[config.mk]
export PLATFORM = sky130hd
export DESIGN_NAME = uart_rx_deserializer
export DESIGN_NICKNAME = d
export VERILOG_FILES = /design/src/rtl/uart_rx_deserializer.sv
export SDC_FILE = /design/constraint.sdc
export NUM_CORES = 1
export LEC_CHECK = 0
export BUFFER_PORTS_ARGS = -buffer_cell sky130_fd_sc_hd__buf_2
export CAP_MARGIN = 20
export CELL_PAD_IN_SITES_DETAIL_PLACEMENT = 0
export CELL_PAD_IN_SITES_GLOBAL_PLACEMENT = 2
export CORE_MARGIN = 4
export CORE_UTILIZATION = 27
export DETAILED_ROUTE_END_ITERATION = 10
export GPL_ROUTABILITY_DRIVEN = 0
export PLACE_DENSITY = 0.59
export SETUP_SLACK_MARGIN = 0.1
export SYNTH_ARGS = -nofsm -noshare
export SYNTH_HDL_FRONTEND = slang
export SYNTH_SLANG_ARGS = --single-unit
[constraint.sdc]
create_clock -name clk_ds -period 4.7 [get_ports clk_ds]
set_clock_uncertainty 0.2 [all_clocks]
set_input_delay 0.47 -clock clk_ds [delete_from_list [all_inputs] [get_ports clk_ds]]
set_output_delay 0.47 -clock clk_ds [all_outputs]
set_load 0.1 [all_outputs]
[src/rtl/uart_rx_deserializer.sv]
// UART RX deserializer: 3-sample mid-bit majority vote, LSB-first shift into a parallel word.
// Optional `UART_RX_DESER_SAMPLE_ERR_EN adds sample_err_ds (noisy-bit flag pulsed with done).
`timescale 1ns/1ps

module uart_rx_deserializer #(
    parameter int DATA_WIDTH = 8,
    parameter int PRESCALE   = 8
) (
    input  logic                  clk_ds,
    input  logic                  rst_ds,
    input  logic                  rx_in_ds,
    input  logic                  deser_en_ds,
    output logic [DATA_WIDTH-1:0] p_data_ds,
    output logic                  deser_done_ds
`ifdef UART_RX_DESER_SAMPLE_ERR_EN
    ,
    output logic                  sample_err_ds
`endif
);

    localparam int EW = $clog2(PRESCALE);
    localparam int BW = $clog2(DATA_WIDTH) + 1;

    localparam logic [EW-1:0] E_S0   = EW'(PRESCALE/2 - 1);
    localparam logic [EW-1:0] E_S1   = EW'(PRESCALE/2);
    localparam logic [EW-1:0] E_S2   = EW'(PRESCALE/2 + 1);
    localparam logic [EW-1:0] E_LAST = EW'(PRESCALE - 1);
    localparam logic [BW-1:0] B_LAST = BW'(DATA_WIDTH - 1);

    // With PRESCALE == 4 the third sample lands on the decision cycle itself
    localparam bit S2_LIVE = (PRESCALE / 2 + 1) == (PRESCALE - 1);

    typedef enum logic {
        IDLE  = 1'b0,
        SHIFT = 1'b1
    } state_t;

    state_t state_q;
    state_t state_d;

    logic [EW-1:0]         edge_cnt;
    logic [BW-1:0]         bit_cnt;
    logic [DATA_WIDTH-1:0] shift_q;
    logic                  s0;
    logic                  s1;
    logic                  s2;

    logic cnt_clr;
    logic samp0;
    logic samp1;
    logic samp2;
    logic bit_end;
    logic word_end;
    logic s2_eff;
    logic maj;
    logic noisy;

    always_ff @(posedge clk_ds or negedge rst_ds) begin
        if (!rst_ds) begin
            state_q <= IDLE;
        end else begin
            state_q <= state_d;
        end
    end

    always_comb begin
        state_d = state_q;
        unique case (state_q)
            IDLE:    if (deser_en_ds)  state_d = SHIFT;
            SHIFT:   if (!deser_en_ds) state_d = IDLE;
            default: state_d = IDLE;
        endcase
    end

    always_comb begin
        cnt_clr  = 1'b1;
        samp0    = 1'b0;
        samp1    = 1'b0;
        samp2    = 1'b0;
        bit_end  = 1'b0;
        word_end = 1'b0;
        unique case (state_d)
            SHIFT: begin
                cnt_clr  = 1'b0;
                samp0    = (edge_cnt == E_S0);
                samp1    = (edge_cnt == E_S1);
                samp2    = (edge_cnt == E_S2);
                bit_end  = (edge_cnt == E_LAST);
                word_end = bit_end && (bit_cnt == B_LAST);
            end
            default: ;
        endcase
    end

    assign s2_eff = S2_LIVE ? rx_in_ds : s2;
    assign maj    = (s0 & s1) | (s0 & s2_eff) | (s1 & s2_eff);
    assign noisy  = !((s0 == s1) && (s1 == s2_eff));

    always_ff @(posedge clk_ds or negedge rst_ds) begin
        if (!rst_ds) begin
            edge_cnt <= '0;
            bit_cnt  <= '0;
            shift_q  <= '0;
        end else if (cnt_clr) begin
            edge_cnt <= '0;
            bit_cnt  <= '0;
            shift_q  <= '0;
        end else begin
            edge_cnt <= bit_end ? '0 : edge_cnt + 1'b1;
            if (bit_end) begin
                bit_cnt <= word_end ? '0 : bit_cnt + 1'b1;
                shift_q <= {maj, shift_q[DATA_WIDTH-1:1]};
            end
        end
    end

    always_ff @(posedge clk_ds or negedge rst_ds) begin
        if (!rst_ds) begin
            s0 <= 1'b0;
            s1 <= 1'b0;
            s2 <= 1'b0;
        end else begin
            if (samp0) s0 <= rx_in_ds;
            if (samp1) s1 <= rx_in_ds;
            if (samp2) s2 <= rx_in_ds;
        end
    end

    always_ff @(posedge clk_ds or negedge rst_ds) begin
        if (!rst_ds) begin
            p_data_ds     <= '0;
            deser_done_ds <= 1'b0;
        end else begin
            deser_done_ds <= word_end;
            if (word_end) p_data_ds <= {maj, shift_q[DATA_WIDTH-1:1]};
        end
    end

`ifdef UART_RX_DESER_SAMPLE_ERR_EN
    logic err_acc;

    always_ff @(posedge clk_ds or negedge rst_ds) begin
        if (!rst_ds) begin
            err_acc       <= 1'b0;
            sample_err_ds <= 1'b0;
        end else begin
            sample_err_ds <= word_end && (err_acc || noisy);
            if (cnt_clr || word_end) begin
                err_acc <= 1'b0;
            end else if (bit_end && noisy) begin
                err_acc <= 1'b1;
            end
        end
    end
`else
    logic unused_noisy;
    assign unused_noisy = noisy;
`endif

endmodule

==> results.cfg <==
[sta]
hold_ws_ns = -0.007150
hold_viol_final = 19
setup_violations = 0
relSlewSlack = 0.5290
fin_setup_tns_ns = 0
worst_pin_slew_ns = 0.7065
rsz0062_at_grt = no
final_max_slew_viol_count = 0
finalCritPeriodShare = 0.4734
fin_crit_ns = 2.225
fmax_mhz = 449.5

[global_route]
grt_usage = 0.07638
grt_max_degree = 27
antenna_found_initial = 0
first_global_vias = 694
overflow = 0
grt_pass1_wl_um = 3236

[status]
violations = hold timing
status = complete, but fails checks

[logic_synthesis]
yosysWarnings = 0
yosysTopAreaCell = dfrtp_1
synthDistinctLibCells = 25
ys.flop_type = dfrtp_1
yosysTopAreaCellShare = 0.5597
synth-async-reset-ratio = 1.000
synthesis.nets = 100
synth.cell_area_um2 = 1162
synth_edf_count = 0
synth-seq-cells = 26
ys_top_cells_by_count = 26 x dfrtp_1, 9 x mux2_2, 8 x nor2b_1
synth_most_common_cell = dfrtp_1
synthTopCellsByArea = dfrtp_1 56%, mux2_2 8.7%, ha_1 6.5%
avgSynthCellArea_um2 = 12.92
ys_seq_area_frac = 0.5597
netlist_instances = 90

[drt]
wl_per_cell_um = 12.18
drc = 0
viasPerCell = 4.336
drt-initial-drc-count = 26
drt_pass1_iterations = 2
vias = 659
wl_um = 1851
ant_nets = 0

[cells_and_area]
final_core_util = 0.3267
area_growth_pct = 14.85
nets = 113
fillCellCount = 431
drive_gt1_frac = 0.2843
n_antenna_cell = 0

[clock_network]
cts_hold_repair.buffers = 0
clock_path_buffers = 2
htree_levels = 1
clock-sinks = 26
clk_pin_slew_ns = 0.09
cts_setup_buffers = 0
tritoncts = done
numCtsBuffers = 3
ctsResizeCount = 0
clkLatencyLatePin_ns = 0.26
ctsRootBufferMaster = clkbuf_8

[setup_path]
start_kind = flip-flop
critPathRequiredTime_ns = 4.66
crit_family = adder cells
end_kind = flip-flop
worst_path_most_repeated_cell = ha_1
path_max_fanout = 15
worst_path_max_delay_cell = ha_1
r2r_setup_slack_ns = 2.48
critPathBufInv = 0
worstPathArrival_ns = 2.19
cpPeakStageDelay_ns = 0.62
crit_type = flip-flop to flip-flop
cp_cell_sequence = ha_1, ha_1, nand4_4, mux2_4

[die]
start_util = 0.2844
die_w_um = 73.61
rows = 23
die_h_um = 73.61
pin_count = 13
coreArea_um2 = 4086
die_area_um2 = 5418

[power_and_ir_drop]
switching_share = 0.2020
p_per_area_nw_per_um2 = 340.1
power.switching_uw = 91.72
pwr-share-clk = 0.404
ir_drop_v = 0.0002003
p_comb_frac = 0.064
p_int_uw = 362.3
power.leakage_nw = 0.6636
seqPwrFrac = 0.533

[flow_run]
max_cap_viol_count = 0

[hold_path]
hp-class = input port to async pin

[place]
dpl.hpwl_um = 1266
port_buffers = 12
-- flip-flops by register name (all words and copies together), names as in the netlist --
signal	cells
shift_q	7
s2	1
bit_cnt	4
edge_cnt	3
p_data_ds	8
s1	1
deser_done_ds	1
s0	1
-- per-stage QoR --
stage | hold WS, ns | power (mW) | worst slack [ns] | cells | cell area, µm²
CTS | 0.007571 | 0.4616 | 2.413 | 152 | 1335
global route | 0.03317 | 0.4763 | 2.269 | 152 | 1335
detailed placement | 0.2878 | 0.2766 | 2.436 | 148 | 1264
global placement | 0.2732 | 0.2766 | 2.478 | 148 | 1264
finish | -0.007150 | 0.4540 | 2.475 | 152 | 1335
floorplan | -0.02559 | 0.2658 | 2.997 | 90 | 1162
-- power groups by stage --
stage          clock network, mW  logic, mW  registers, mW
4_1_cts                    0.189     0.0301          0.242
3_5_place_dp                   0     0.0301          0.247
5_1_grt                    0.197     0.0352          0.244
3_3_place_gp                   0     0.0304          0.246
6_report                   0.183     0.0290          0.242
2_1_floorplan                  0     0.0211          0.245
-- worst register-to-register path: stages (launching register included) --
cell and delay [ns]:
dfrtp_1 0.40, ha_1 0.19, ha_1 0.62, nand4_4 0.34, mux2_4 0.38
-- area by class of cell --
type	count	area (µm²)	area share
clock inverter	1	30.03	0.02249
tap	50	62.56	0.04686
timing repair buffer	12	60.06	0.04499
sequential	26	650.6	0.4873
inverter	4	15.01	0.01125
multi-input combinational	56	475.5	0.3561
clock buffer	3	41.29	0.03093
-- metal layers --
| metal | wire (µm) | track usage | vias up |
|---|---|---|---|
| met5 | 0 | 0 | - |
| met2 | 839 | 0.1201 | 6 |
| met4 | 10 | 0.03018 | 0 |
| met3 | 66 | 0.01915 | 2 |
| li1 | - | - | 328 |
| met1 | 935 | 0.1003 | 323 |
-- path summary, 6_finish.rpt --
check / start / end / depth (start not counted)
setup / recovery: edge_cnt[0] / p_data_ds[6] / 4
hold / removal: rst_ds / edge_cnt[1] / 1
setup reg to reg: edge_cnt[0] / p_data_ds[6] / 4
hold reg to reg: edge_cnt[0] / edge_cnt[0] / 1
max in group asynchronous: rst_ds / bit_cnt[1] / 1
min in group clk_ds: rx_in_ds / s2 / 2
-- cells in the final DEF (no fill, tap or decap) --
master and n:
a31oi_1 1, mux2_4 2, a21oi_1 1, and2b_2 1
inv_1 4, mux2i_1 7, a21boi_0 1, ha_1 6
o21a_1 1, nor2b_1 8, dfrtp_1 26, nand3_1 2
nand4_1 1, clkbuf_8 3, nand4_4 1, xnor2_1 1
nand2_1 5, nand2b_1 2, and2_1 2, buf_2 12
mux2_2 9, bufinv_16 1, or3_1 1, nor2_1 2
o21ai_0 2
-- kinds of logic after synthesis --
| group | share of synthesized area |
|---|---|
| AO/OA/AOI/OAI | 0.03122 |
| XOR/XNOR | 0.007536 |
| adder cells (fa/ha/maj) | 0.06458 |
| buffers and inverters | 0.03121 |
| flip-flops | 0.5597 |
| multiplexers | 0.1733 |
| AND/OR/NAND/NOR | 0.1324 |
No activity file was read; power rests on OpenSTA's default activity.
